==> src/rtl/lsu_pkg.sv <==
// ----------------------------------------------------------------------------
// lsu_pkg
// Shared definitions for the load/store stage:
//   - fun3 access-size encodings and the unsigned-load bit position
//   - LSU control state enumeration
//   - byte-lane mask generation, misalignment detection, size clamping and
//     offset alignment helpers. Every helper takes the lane count as an
//     argument so the same code serves 4-lane and 8-lane datapaths.
// ----------------------------------------------------------------------------
package lsu_pkg;

    // fun3[1:0] access size
    localparam logic [1:0] SIZE_B = 2'b00;
    localparam logic [1:0] SIZE_H = 2'b01;
    localparam logic [1:0] SIZE_W = 2'b10;
    localparam logic [1:0] SIZE_D = 2'b11;

    // fun3[2] selects zero-extension on loads
    localparam int FUN3_UNSIGNED_BIT = 2;

    // Widest supported bus is 64 bits
    localparam int MAX_LANES = 8;

    typedef enum logic [1:0] {
        ST_IDLE = 2'b00,
        ST_REQ  = 2'b01,
        ST_WAIT = 2'b10,
        ST_DONE = 2'b11
    } lsu_state_e;

    // Byte enables for an access of 'size' starting at lane 'offset'.
    // Lanes beyond the bus width are cut off by 'lanes'.
    function automatic logic [MAX_LANES-1:0] lane_mask(input logic [1:0]  size,
                                                       input logic [2:0]  offset,
                                                       input int unsigned lanes);
        logic [15:0] span;
        logic [15:0] placed;
        logic [15:0] limit;
        case (size)
            SIZE_B:  span = 16'h0001;
            SIZE_H:  span = 16'h0003;
            SIZE_W:  span = 16'h000F;
            default: span = 16'h00FF;
        endcase
        placed = span << offset;
        limit  = (16'h0001 << lanes) - 16'h0001;
        return placed[MAX_LANES-1:0] & limit[MAX_LANES-1:0];
    endfunction

    // Natural-alignment check; a doubleword on a 4-lane bus counts as illegal.
    function automatic logic is_misaligned(input logic [1:0]  size,
                                           input logic [2:0]  offset,
                                           input int unsigned lanes);
        logic bad;
        case (size)
            SIZE_B:  bad = 1'b0;
            SIZE_H:  bad = offset[0];
            SIZE_W:  bad = (offset[1:0] != 2'b00);
            default: bad = (lanes < 32'd8) || (offset != 3'b000);
        endcase
        return bad;
    endfunction

    // A doubleword on a 4-lane bus degrades to a word access.
    function automatic logic [1:0] clamp_size(input logic [1:0]  size,
                                              input int unsigned lanes);
        logic [1:0] eff;
        if ((size == SIZE_D) && (lanes < 32'd8)) begin
            eff = SIZE_W;
        end else begin
            eff = size;
        end
        return eff;
    endfunction

    // Round a lane offset down to a multiple of the access size.
    function automatic logic [2:0] align_offset(input logic [1:0] size,
                                                input logic [2:0] offset);
        logic [2:0] res;
        case (size)
            SIZE_B:  res = offset;
            SIZE_H:  res = {offset[2:1], 1'b0};
            SIZE_W:  res = {offset[2], 2'b00};
            default: res = 3'b000;
        endcase
        return res;
    endfunction

endpackage

==> src/rtl/lsu_stage_lane_align.sv <==
// ----------------------------------------------------------------------------
// lsu_lane_align  (combinational)
// Request side : byte-lane mask and store data shifted into lane position.
// Response side: lane extraction at the latched offset plus sign/zero
//                extension of the loaded value.
// Ports:
//   req_size_i / req_offset_i   size and lane offset of the access being issued
//   store_src_i                 store operand, low bytes significant
//   mask_o / store_data_o       byte enables and lane-positioned store data
//   rsp_size_i / rsp_offset_i   size and offset latched for the outstanding load
//   rsp_unsigned_i              1 = zero-extend, 0 = sign-extend
//   load_raw_i / load_ext_o     raw bus word in, extended result out
// ----------------------------------------------------------------------------
module lsu_lane_align
    import lsu_pkg::*;
#(
    parameter int DataWidth = 32
) (
    input  logic [1:0]                   req_size_i,
    input  logic [$clog2(DataWidth/8)-1:0] req_offset_i,
    input  logic [DataWidth-1:0]         store_src_i,
    output logic [DataWidth/8-1:0]       mask_o,
    output logic [DataWidth-1:0]         store_data_o,
    input  logic [1:0]                   rsp_size_i,
    input  logic [$clog2(DataWidth/8)-1:0] rsp_offset_i,
    input  logic                         rsp_unsigned_i,
    input  logic [DataWidth-1:0]         load_raw_i,
    output logic [DataWidth-1:0]         load_ext_o
);

    localparam int ByteLanes = DataWidth / 8;
    localparam int OffW      = $clog2(ByteLanes);
    localparam int MsbW      = $clog2(DataWidth);

    logic [2:0]           req_off3;
    logic [MAX_LANES-1:0] mask_full;
    logic [DataWidth-1:0] shifted;
    logic [MsbW-1:0]      msb_idx;
    logic                 fill;

    // Request side: lane mask and store data placed at the byte offset
    always_comb begin
        req_off3               = 3'b000;
        req_off3[OffW-1:0]     = req_offset_i;
        mask_full              = lane_mask(req_size_i, req_off3, ByteLanes);
        mask_o                 = mask_full[ByteLanes-1:0];
        store_data_o           = store_src_i << {req_offset_i, 3'b000};
    end

    // Response side: bring the addressed lanes down to bit 0 and extend above
    // the access MSB
    always_comb begin
        shifted = load_raw_i >> {rsp_offset_i, 3'b000};
        case (rsp_size_i)
            SIZE_B:  msb_idx = MsbW'(7);
            SIZE_H:  msb_idx = MsbW'(15);
            SIZE_W:  msb_idx = MsbW'(31);
            default: msb_idx = MsbW'(DataWidth - 1);
        endcase
        fill       = shifted[msb_idx] & ~rsp_unsigned_i;
        load_ext_o = shifted;
        for (int i = 0; i < DataWidth; i++) begin
            if (i > int'(msb_idx)) begin
                load_ext_o[i] = fill;
            end else begin
                load_ext_o[i] = shifted[i];
            end
        end
    end

endmodule

==> src/rtl/lsu_stage.sv <==
// ----------------------------------------------------------------------------
// lsu_stage
// Load/store stage between execute and writeback. Issues one data-memory
// access per instruction through a request/ready + data_valid handshake and
// stalls the pipeline until the access completes.
//
// Optional feature macro: LSU_MISALIGN_TRAP_EN
//   defined   - misaligned or illegal accesses pulse misalign_o and never
//               reach memory
//   undefined - misalign_o stays 0; the access is aligned down to its size
//               (a doubleword on a 32-bit bus is issued as a word)
//
// Ports (DataWidth = 32 or 64, ByteLanes = DataWidth/8):
//   clk_i, rst_i            clock, synchronous active-high reset
//   valid_i, load_i, store_i instruction qualifiers (load+store = store)
//   fun3_i                  [1:0] size, [2] unsigned load
//   operand_b_i             store data
//   alu_out_address_i       effective byte address
//   mem_ready_i             memory accepts the request this cycle
//   data_valid_i            load response valid (only honoured while waiting)
//   wrap_load_in_i          raw load response word
//   request_o, we_re_o      request valid, write(1)/read(0)
//   mask_o                  byte-lane enables
//   mem_addr_o              lane-aligned address
//   store_data_out_o        lane-positioned store data
//   wrap_load_out_o         extended load result, held until the next load
//   load_done_o             one-cycle completion pulse
//   stall_o                 hold the upstream pipeline
//   misalign_o              one-cycle trap pulse
// ----------------------------------------------------------------------------
module lsu_stage
    import lsu_pkg::*;
#(
    parameter int DataWidth = 32
) (
    input  logic                   clk_i,
    input  logic                   rst_i,
    input  logic                   valid_i,
    input  logic                   load_i,
    input  logic                   store_i,
    input  logic [2:0]             fun3_i,
    input  logic [DataWidth-1:0]   operand_b_i,
    input  logic [DataWidth-1:0]   alu_out_address_i,
    input  logic                   mem_ready_i,
    input  logic                   data_valid_i,
    input  logic [DataWidth-1:0]   wrap_load_in_i,
    output logic                   request_o,
    output logic                   we_re_o,
    output logic [DataWidth/8-1:0] mask_o,
    output logic [DataWidth-1:0]   mem_addr_o,
    output logic [DataWidth-1:0]   store_data_out_o,
    output logic [DataWidth-1:0]   wrap_load_out_o,
    output logic                   load_done_o,
    output logic                   stall_o,
    output logic                   misalign_o
);

    localparam int ByteLanes = DataWidth / 8;
    localparam int OffW      = $clog2(ByteLanes);

    // Registered state and outputs
    lsu_state_e            state_q;
    logic                  request_q;
    logic                  we_re_q;
    logic [ByteLanes-1:0]  mask_q;
    logic [DataWidth-1:0]  mem_addr_q;
    logic [DataWidth-1:0]  store_data_q;
    logic [DataWidth-1:0]  wrap_load_q;
    logic                  load_done_q;
    logic                  misalign_q;
    logic [1:0]            size_q;
    logic [OffW-1:0]       offset_q;
    logic                  unsigned_q;

    // Issue-side decode
    logic                  start;
    logic                  trap;
    logic [2:0]            off_raw3;
    logic [1:0]            eff_size;
    logic [2:0]            eff_off3;
    logic [OffW-1:0]       eff_off;
    logic [DataWidth-1:0]  addr_lane;
    logic [ByteLanes-1:0]  mask_s;
    logic [DataWidth-1:0]  store_shift_s;
    logic [DataWidth-1:0]  load_ext_s;

    // Decode the incoming instruction: start, trap, effective size and offset
    always_comb begin
        start                  = valid_i & (load_i | store_i);
        off_raw3               = 3'b000;
        off_raw3[OffW-1:0]     = alu_out_address_i[OffW-1:0];
        addr_lane              = alu_out_address_i;
        addr_lane[OffW-1:0]    = {OffW{1'b0}};
`ifdef LSU_MISALIGN_TRAP_EN
        trap                   = is_misaligned(fun3_i[1:0], off_raw3, ByteLanes);
        eff_size               = fun3_i[1:0];
`else
        trap                   = 1'b0;
        eff_size               = clamp_size(fun3_i[1:0], ByteLanes);
`endif
        // Non-trapping path always sees a size-aligned offset
        eff_off3               = align_offset(eff_size, off_raw3);
        eff_off                = eff_off3[OffW-1:0];
    end

    lsu_lane_align #(
        .DataWidth (DataWidth)
    ) u_lane_align (
        .req_size_i     (eff_size),
        .req_offset_i   (eff_off),
        .store_src_i    (operand_b_i),
        .mask_o         (mask_s),
        .store_data_o   (store_shift_s),
        .rsp_size_i     (size_q),
        .rsp_offset_i   (offset_q),
        .rsp_unsigned_i (unsigned_q),
        .load_raw_i     (wrap_load_in_i),
        .load_ext_o     (load_ext_s)
    );

    // Control FSM with registered handshake and completion outputs
    always_ff @(posedge clk_i) begin
        if (rst_i) begin
            state_q      <= ST_IDLE;
            request_q    <= 1'b0;
            we_re_q      <= 1'b0;
            mask_q       <= {ByteLanes{1'b0}};
            mem_addr_q   <= {DataWidth{1'b0}};
            store_data_q <= {DataWidth{1'b0}};
            wrap_load_q  <= {DataWidth{1'b0}};
            load_done_q  <= 1'b0;
            misalign_q   <= 1'b0;
            size_q       <= 2'b00;
            offset_q     <= {OffW{1'b0}};
            unsigned_q   <= 1'b0;
        end else begin
            // Completion and trap flags are single-cycle pulses
            load_done_q <= 1'b0;
            misalign_q  <= 1'b0;
            case (state_q)
                ST_IDLE: begin
                    if (start) begin
                        we_re_q      <= store_i;
                        mask_q       <= mask_s;
                        mem_addr_q   <= addr_lane;
                        store_data_q <= store_shift_s;
                        size_q       <= eff_size;
                        offset_q     <= eff_off;
                        unsigned_q   <= fun3_i[FUN3_UNSIGNED_BIT];
                        if (trap) begin
                            misalign_q <= 1'b1;
                            state_q    <= ST_DONE;
                        end else begin
                            request_q  <= 1'b1;
                            state_q    <= ST_REQ;
                        end
                    end
                end
                ST_REQ: begin
                    // Request fields stay frozen until memory accepts
                    if (mem_ready_i) begin
                        request_q <= 1'b0;
                        if (we_re_q) begin
                            load_done_q <= 1'b1;
                            state_q     <= ST_DONE;
                        end else begin
                            state_q     <= ST_WAIT;
                        end
                    end
                end
                ST_WAIT: begin
                    if (data_valid_i) begin
                        wrap_load_q <= load_ext_s;
                        load_done_q <= 1'b1;
                        state_q     <= ST_DONE;
                    end
                end
                ST_DONE: begin
                    // One dead cycle so a held instruction is not reissued
                    state_q <= ST_IDLE;
                end
                default: begin
                    state_q   <= ST_IDLE;
                    request_q <= 1'b0;
                end
            endcase
        end
    end

    // Stall covers the accept cycle and every cycle the access is in flight
    assign stall_o          = ((state_q == ST_IDLE) & start)
                            | (state_q == ST_REQ)
                            | (state_q == ST_WAIT);

    assign request_o        = request_q;
    assign we_re_o          = we_re_q;
    assign mask_o           = mask_q;
    assign mem_addr_o       = mem_addr_q;
    assign store_data_out_o = store_data_q;
    assign wrap_load_out_o  = wrap_load_q;
    assign load_done_o      = load_done_q;
    assign misalign_o       = misalign_q;

endmodule

==> config.mk <==
export PLATFORM = sky130hd
export DESIGN_NAME = lsu_stage
export DESIGN_NICKNAME = d
export VERILOG_FILES = /design/src/rtl/lsu_pkg.sv /design/src/rtl/lsu_stage_lane_align.sv /design/src/rtl/lsu_stage.sv
export SDC_FILE = /design/constraint.sdc
export NUM_CORES = 1
export LEC_CHECK = 0
export BUFFER_PORTS_ARGS = -buffer_cell sky130_fd_sc_hd__buf_2
export CAP_MARGIN = 15
export CORE_ASPECT_RATIO = 0.75
export CORE_MARGIN = 8
export CORE_UTILIZATION = 49
export CTS_BUF_LIST = sky130_fd_sc_hd__clkbuf_8
export DETAILED_ROUTE_END_ITERATION = 8
export GPL_TIMING_DRIVEN = 0
export PLACE_DENSITY = 0.92
export SLEW_MARGIN = 10
export SYNTH_ARGS = -nofsm -noshare
export SYNTH_HDL_FRONTEND = slang
export SYNTH_SLANG_ARGS = --single-unit
==> constraint.sdc <==
create_clock -name clk_i -period 2.1 [get_ports clk_i]
set_input_delay 0.105 -clock clk_i [delete_from_list [all_inputs] [get_ports clk_i]]
set_output_delay 0.105 -clock clk_i [all_outputs]
set_load 0.03 [all_outputs]
==> flow_summary.toml, run 1 <==
[status]
outcome = "complete, no violations"

[clocking]
cts_root_buf = "clkbuf_8"
clockBufferDepth = 2
clk_latency_ns = 0.38
cts.sinks = 108
cts_buffers = 9
clkTransAtPathRegs_ns = 0.11
h-tree-depth = 3
cts_tree = "done"

[floorplanning]
pin_count = 211
core_area_sq_um = 9700
initial_core_util = 0.504
die_y_microns = 102
row_count = 31
dieArea_sq_um = 13500
fp.dieW_microns = 131

[global_route]
grt_overflow = 0
grt_max_degree = 20
grt_pass1_vias = 5524
grt_pass1_wl_microns = 29300
grt_use_total = 0.273
antenna_found_initial = 0

[power]
ir_worst_vdd_mv = 0.701
swShare = 0.431
powerDensity_nw_per_um2 = 1030
p_seq_frac = 0.385
pwr-share-comb = 0.420
switchingPower_mw = 2.97
total_leakage_power_nw = 2.95
p_clk_frac = 0.196
p_int_mw = 3.92

[min_path]
min_path_type = "in2reg"
holdPathStages = 3
hold_end = "store_data_out_o[0]$_SDFFE_PP0P_"
hp-start = "operand_b_i[0]"

[synthesis]
yosys_warnings = 0
yosysSeqAreaShare = 0.443
ys_ff_latch = 108
netlist_instances = 567
synth_top_area_cell = "dfxtp_1"
syn_area_sq_um = 4890
syn_area_per_cell_sq_um = 8.62
synth_ff_type = "dfxtp_1"
synth_cell_types = 44
synth_top_area_share = 0.443
ys_async_sr_fraction = 0
synth_area_leaders = "dfxtp_1 44%, nand2_1 9.4%, a21oi_1 6.6%"
synth_edf_count = 0

[worst_setup_path]
endpoint_kind = "primary output"
worst_ep_required_time_ns = 2.00
path_cells = "inv_1 -> ha_1 -> o211a_4 -> or3_1 -> buf_2"
reg2regPathDepth = 7
r2r_start = "state_q[0]$_SDFFE_PP0P_"
critPathBufInv = 2
r2r-end = "store_data_out_o[22]$_SDFFE_PP0P_"
path_class = "reg2out"
cp_max_fo = 13
critPathArrivalTime_ns = 1.91
ff2ff_setup_slack_ns = 0.14
startpoint_type = "flip-flop"
crit_slowest_cell = "dfxtp_1"
slowest_delay_ns = 0.38
cp_top_family = "flip-flops"

[sta]
slew_violations = 0
fmax_mhz = 497
setup_viol = 0
slew_headroom = 0.554
max_slew.worst_pin.slew_ns = 0.667
setup-tns-final_ns = 0
clock_skew_ns = 0.0160
rsz0062_at_grt = "no"
hold_violations = 0
fin_crit_ns = 2.01
fin_crit_sh = 0.958

[run]
drv_cap = 0

[route]
wire_per_inst_microns = 19.8
first_iter_violations = 512
drtPass1Iterations = 7
vias = 5378
totalWireLength_microns = 18900
drc_errors = 0
vias_per_cell = 5.61
ant_nets = 0

[placement]
numPortBuffers = 206
gp_congestion = 0.910
dp_hpwl_microns = 12800

[finish]
fin_nets = 932
fin_util = 0.689
diodes = 0
drive_above_1_share = 0.334
final_common_cell = "buf_2"
syn_to_final_growth_pct = 36.7
final_cell_mix = "214 x buf_2, 123 x nand2_1, 108 x dfxtp_1"
repair_timing:
item,CTS,global route
endpoints found under the setup margin,1,26
gates resized for setup,0,15
hold endpoints to repair,36,0
hold buffers,36,0
setup buffers,0,1
pin swaps,0,1
synthesized netlist by cell type (2+ instances only):
cell / number
nand2_1: 123
dfxtp_1: 108
a21oi_1: 64
nor2_1: 58
clkbuf_1: 32
mux2_2: 23
a211oi_1: 18
mux2i_1: 17
nor3_1: 17
a22oi_1: 16
a221oi_1: 9
buf_2: 8
o211ai_1: 8
o2bb2ai_1: 7
inv_1: 5
mux4_2: 5
buf_4: 4
ha_1: 4
mux4_1: 4
nor2b_1: 4
buf_1: 3
buf_6: 3
nand2b_1: 3
o21ai_0: 3
nand3b_1: 2
worst min-delay path: stages:
cell     delay [ns]
buf_2          0.11
a22oi_1        0.07
nor2_1         0.08
kinds of logic after synthesis:
logic type / count (synthesis) / synth area share
compound gates: 136 / 0.183
fa+ha+maj: 4 / 0.0102
buf+inv: 55 / 0.0520
flops: 108 / 0.443
mux: 50 / 0.135
other cells: 1 / 0.000768
simple gates: 213 / 0.177
power groups by stage:
stage	Clock (mW)	Combinational [mW]	Sequential [mW]
final	1.35	2.89	2.65
after global routing	1.44	3.09	2.68
after CTS	1.35	2.79	2.62
after detailed placement	0	2.73	2.67
after global placement	0	2.68	2.66
after floorplan	0	1.18	3.34
registers in the layout, summed over array words and instances, names as in the netlist:
signal,cells
unsigned_q,1
mask_o,4
request_o,1
state_q,2
we_re_o,1
load_done_o,1
store_data_out_o,32
size_q,2
mem_addr_o,30
offset_q,2
wrap_load_out_o,32
through the flow:
stage               hold slack (ns)  setup slack (ns)  instances  total power, mW  instance area [sq um]
floorplan                     0.241             0.414        569             4.52                   4890
global placement              0.345            0.0901        907             5.34                   6090
detailed placement            0.350            0.0432        907             5.40                   6090
CTS                        0.000241            0.0269        958             6.76                   6660
global route                 0.0124            0.0318        959             7.21                   6680
finish                       0.0169            0.0879        959             6.88                   6680
worst max path at each step:
stage | from | slack, ns | end | cells past startpoint
2_1_floorplan | offset_q[0]$_SDFFE_PP0P_ | 0.41 | wrap_load_out_o[16]$_SDFFE_PP0P_ | 5
3_3_place_gp | state_q[0]$_SDFFE_PP0P_ | 0.09 | size_q[1]$_SDFFE_PP0P_ | 7
3_5_place_dp | state_q[0]$_SDFFE_PP0P_ | 0.04 | mem_addr_o[24]$_SDFFE_PP0P_ | 7
4_1_cts | state_q[0]$_SDFFE_PP0P_ | 0.03 | stall_o | 5
5_1_grt | state_q[0]$_SDFFE_PP0P_ | 0.03 | stall_o | 5
6_report | state_q[0]$_SDFFE_PP0P_ | 0.09 | stall_o | 5
area by class of cell:
cell class / instances / area (sq um)
plain buffers: 49 / 239
clock buffers: 9 / 124
clock inverters: 7 / 86.3
fillers: 748 / 3020
inverters: 5 / 18.8
multi-input cells: 406 / 2490
flip-flops and latches: 108 / 2160
well taps: 132 / 165
repair buffers: 243 / 1400
per-layer routing:
| metal | track usage | vias up | share of wire | wire length, microns |
|---|---|---|---|---|
| met5 | 0 | - | 0 | 0 |
| met4 | 0.126 | 0 | 0.040 | 756 |
| met3 | 0.103 | 79 | 0.11 | 2010 |
| met2 | 0.468 | 345 | 0.47 | 8980 |
| met1 | 0.299 | 2458 | 0.38 | 7200 |
| li1 | - | 2496 | - | - |
No activity file was read; power rests on OpenSTA's default activity.
==> inputs of run 2 (changes only) <==
CORE_UTILIZATION = 50   (was 49)
CTS_CLUSTER_DIAMETER = 40   (was unset)
SYNTH_HIERARCHICAL = 1   (was unset)
==> run 2 against run 1 <==
Hold slack better by 0.022 ns. Flip-flop and latch count unchanged. Synthesized cell count up 24%. Largest power group unchanged.
==> flow_summary.toml, run 2 <==
[synthesis]
netlist_instances = 702
syn_area_sq_um = 5160
yosysSeqAreaShare = 0.419
synth_top_area_cell = "dfxtp_1"
syn_area_per_cell_sq_um = 7.36
yosys_warnings = 6
synth.most_common_cell = "nand2_1"
netlist_top_cells_count = "241 x nand2_1, 130 x a21oi_1, 108 x dfxtp_1, 29 x buf_2, 26 x mux2i_1"
ys_ff_latch = 108
synth_ff_type = "dfxtp_1"
synth_area_leaders = "dfxtp_1 42%, nand2_1 18%, a21oi_1 13%"
synth_cell_types = 40
synth_edf_count = 0
ys_async_sr_fraction = 0
synth_top_area_share = 0.419

[placement]
numPortBuffers = 206
dp_hpwl_microns = 13700
gp_congestion = 0.960

[run]
drv_cap = 0

[sta]
clock_skew_ns = 0.0100
max_slew.worst_pin.slew_ns = 0.629
fmax_mhz = 505
setup_viol = 0
setup-tns-final_ns = 0
fin_crit_sh = 0.943
slew_violations = 0
fin_crit_ns = 1.98
hold_violations = 0
slew_headroom = 0.580
rsz0062_at_grt = "no"

[power]
p_int_mw = 3.59
swShare = 0.422
p_clk_frac = 0.195
total_leakage_power_nw = 3.09
switchingPower_mw = 2.62
p_seq_frac = 0.401
ir_worst_vdd_mv = 0.579
pwr-share-comb = 0.404
powerDensity_nw_per_um2 = 902

[worst_setup_path]
ff2ff_setup_slack_ns = 0.27
worst_ep_required_time_ns = 2.00
cp_max_fo = 10
critPathArrivalTime_ns = 1.88
startpoint_type = "flip-flop"
endpoint_kind = "primary output"
cp_top_family = "buffers and inverters"
path_class = "reg2out"
crit_slowest_cell = "dfxtp_2"
slowest_delay_ns = 0.37
path_cells = "inv_1 -> ha_1 -> o211a_1 -> buf_2 -> or3_1 -> buf_2"
critPathBufInv = 3
cpMostUsedCell = "buf_2"

[clocking]
h-tree-depth = 3
cts_tree = "done"
clk_latency_ns = 0.37
cts.sinks = 108
clockBufferDepth = 2
clkTransAtPathRegs_ns = 0.10
cts_buffers = 9
cts_root_buf = "clkbuf_8"

[floorplanning]
row_count = 32
fp.dieW_microns = 133
core_area_sq_um = 10200
pin_count = 211
dieArea_sq_um = 13900
die_y_microns = 104
initial_core_util = 0.508

[route]
drc_errors = 0
ant_nets = 0
drtPass1Iterations = 5
first_iter_violations = 420
vias_per_cell = 5.29
wire_per_inst_microns = 16.8
vias = 5791
totalWireLength_microns = 18400

[global_route]
grt_overflow = 0
grt_max_degree = 20
grt_pass1_vias = 5726
use_met3 = 0.109
grt_use_met2 = 0.411
antenna_found_initial = 0
grt_pass1_wl_microns = 28900
grtUsageMet1 = 0.301
grt_use_total = 0.254
grt-busiest-layer = "met2"

[finish]
syn_to_final_growth_pct = 33.4
final_cell_mix = "241 x nand2_1, 235 x buf_2, 130 x a21oi_1"
final_common_cell = "nand2_1"
diodes = 0
fin_util = 0.678
fin_nets = 1064
fill_cells = 869
drive_above_1_share = 0.284

[min_path]
min_path_type = "in2reg"

[status]
outcome = "complete, no violations"
==> run 2: cell count changes after synthesis, moves of 13 or more <==
cell,change
nand2_1,+118
a21oi_1,+66
nor2_1,-39
buf_2,+21
a22oi_1,-16
nand3_1,+16
nor2b_1,+16
nor3_1,-16
mux2_2,-14
o21ai_0,+13
==> run 2: cells by family (layout without fill, tap and decap cells) <==
kind of cell / Yosys count / after routing / share of synthesized area
DFF: 108 / 108 / 0.419
and+or+nand+nor: 317 / 317 / 0.256
buffers and inverters: 64 / 319 / 0.0579
adders and majority gates: 4 / 4 / 0.00969
muxes: 35 / 35 / 0.0700
other: 1 / 3 / 0.000726
AOI/OAI and AO/OA: 173 / 173 / 0.188
==> run 2: repair_timing <==
| action | CTS | global route |
|---|---|---|
| endpoints found under the setup margin | 0 | 1 |
| resized for setup | 0 | 2 |
| hold endpoints to repair | 33 | 0 |
| setup buffers | 0 | 0 |
| hold buffers | 33 | 0 |
==> run 2: stage by stage <==
stage          cell area (sq um)  power [mW]  instances  setup slack, ns  hold WS, ns
2_1_floorplan               5170        4.18        704            0.564        0.241
6_report                    6890        6.21       1095            0.120       0.0393
3_5_place_dp                6370        4.94       1046          -0.0638        0.351
4_1_cts                     6890        6.19       1095           0.0446       0.0121
5_1_grt                     6890        6.57       1095          0.00833       0.0565
3_3_place_gp                6370        4.89       1046          -0.0879        0.345
==> run 2: worst paths after layout <==
check	from	endpoint	cells past startpoint
worst max-delay path	state_q[0]$_SDFFE_PP0P_	stall_o	6
worst min-delay path	mem_ready_i	load_done_o$_SDFF_PP0_	3
worst max register to register	offset_q[1]$_SDFFE_PP0P_	wrap_load_out_o[14]$_SDFFE_PP0P_	8
worst min register to register	mem_addr_o[25]$_SDFFE_PP0P_	mem_addr_o[25]$_SDFFE_PP0P_	2
==> run 2: final cells by class <==
type | instances | area [sq um] | area share
inverters | 6 | 22.5 | 0.00327
flip-flops and latches | 108 | 2160 | 0.314
well taps | 136 | 170 | 0.0247
multi-input cells | 532 | 2710 | 0.393
clock inverters | 7 | 60.1 | 0.00872
clock buffers | 9 | 124 | 0.0180
repair buffers | 239 | 1360 | 0.198
plain buffers | 58 | 277 | 0.0401
==> run 2: power by group through the flow <==
stage,combinational (mW),sequential (mW),clock (mW)
CTS,2.47,2.48,1.24
detailed placement,2.41,2.53,0
global placement,2.38,2.51,0
finish,2.51,2.49,1.21
global route,2.73,2.52,1.32
floorplan,1.17,3.01,0
==> run 2: worst reg2reg max path, stage by stage (launching register included) <==
cell     delay (ns)
dfxtp_1        0.38
buf_4          0.22
buf_2          0.27
mux2i_1        0.30
nor2_1         0.07
a21oi_1        0.22
o21ai_0        0.12
nand2_1        0.09
a21oi_1        0.06
==> run 2: per-layer routing <==
metal  wire length (microns)  part of all wire  up-vias
li1                        -                 -     2839
met1                    7390              0.40     2628
met2                    8400              0.46      295
met3                    2270              0.12       29
met4                     321             0.017        0
met5                       0                 0        -
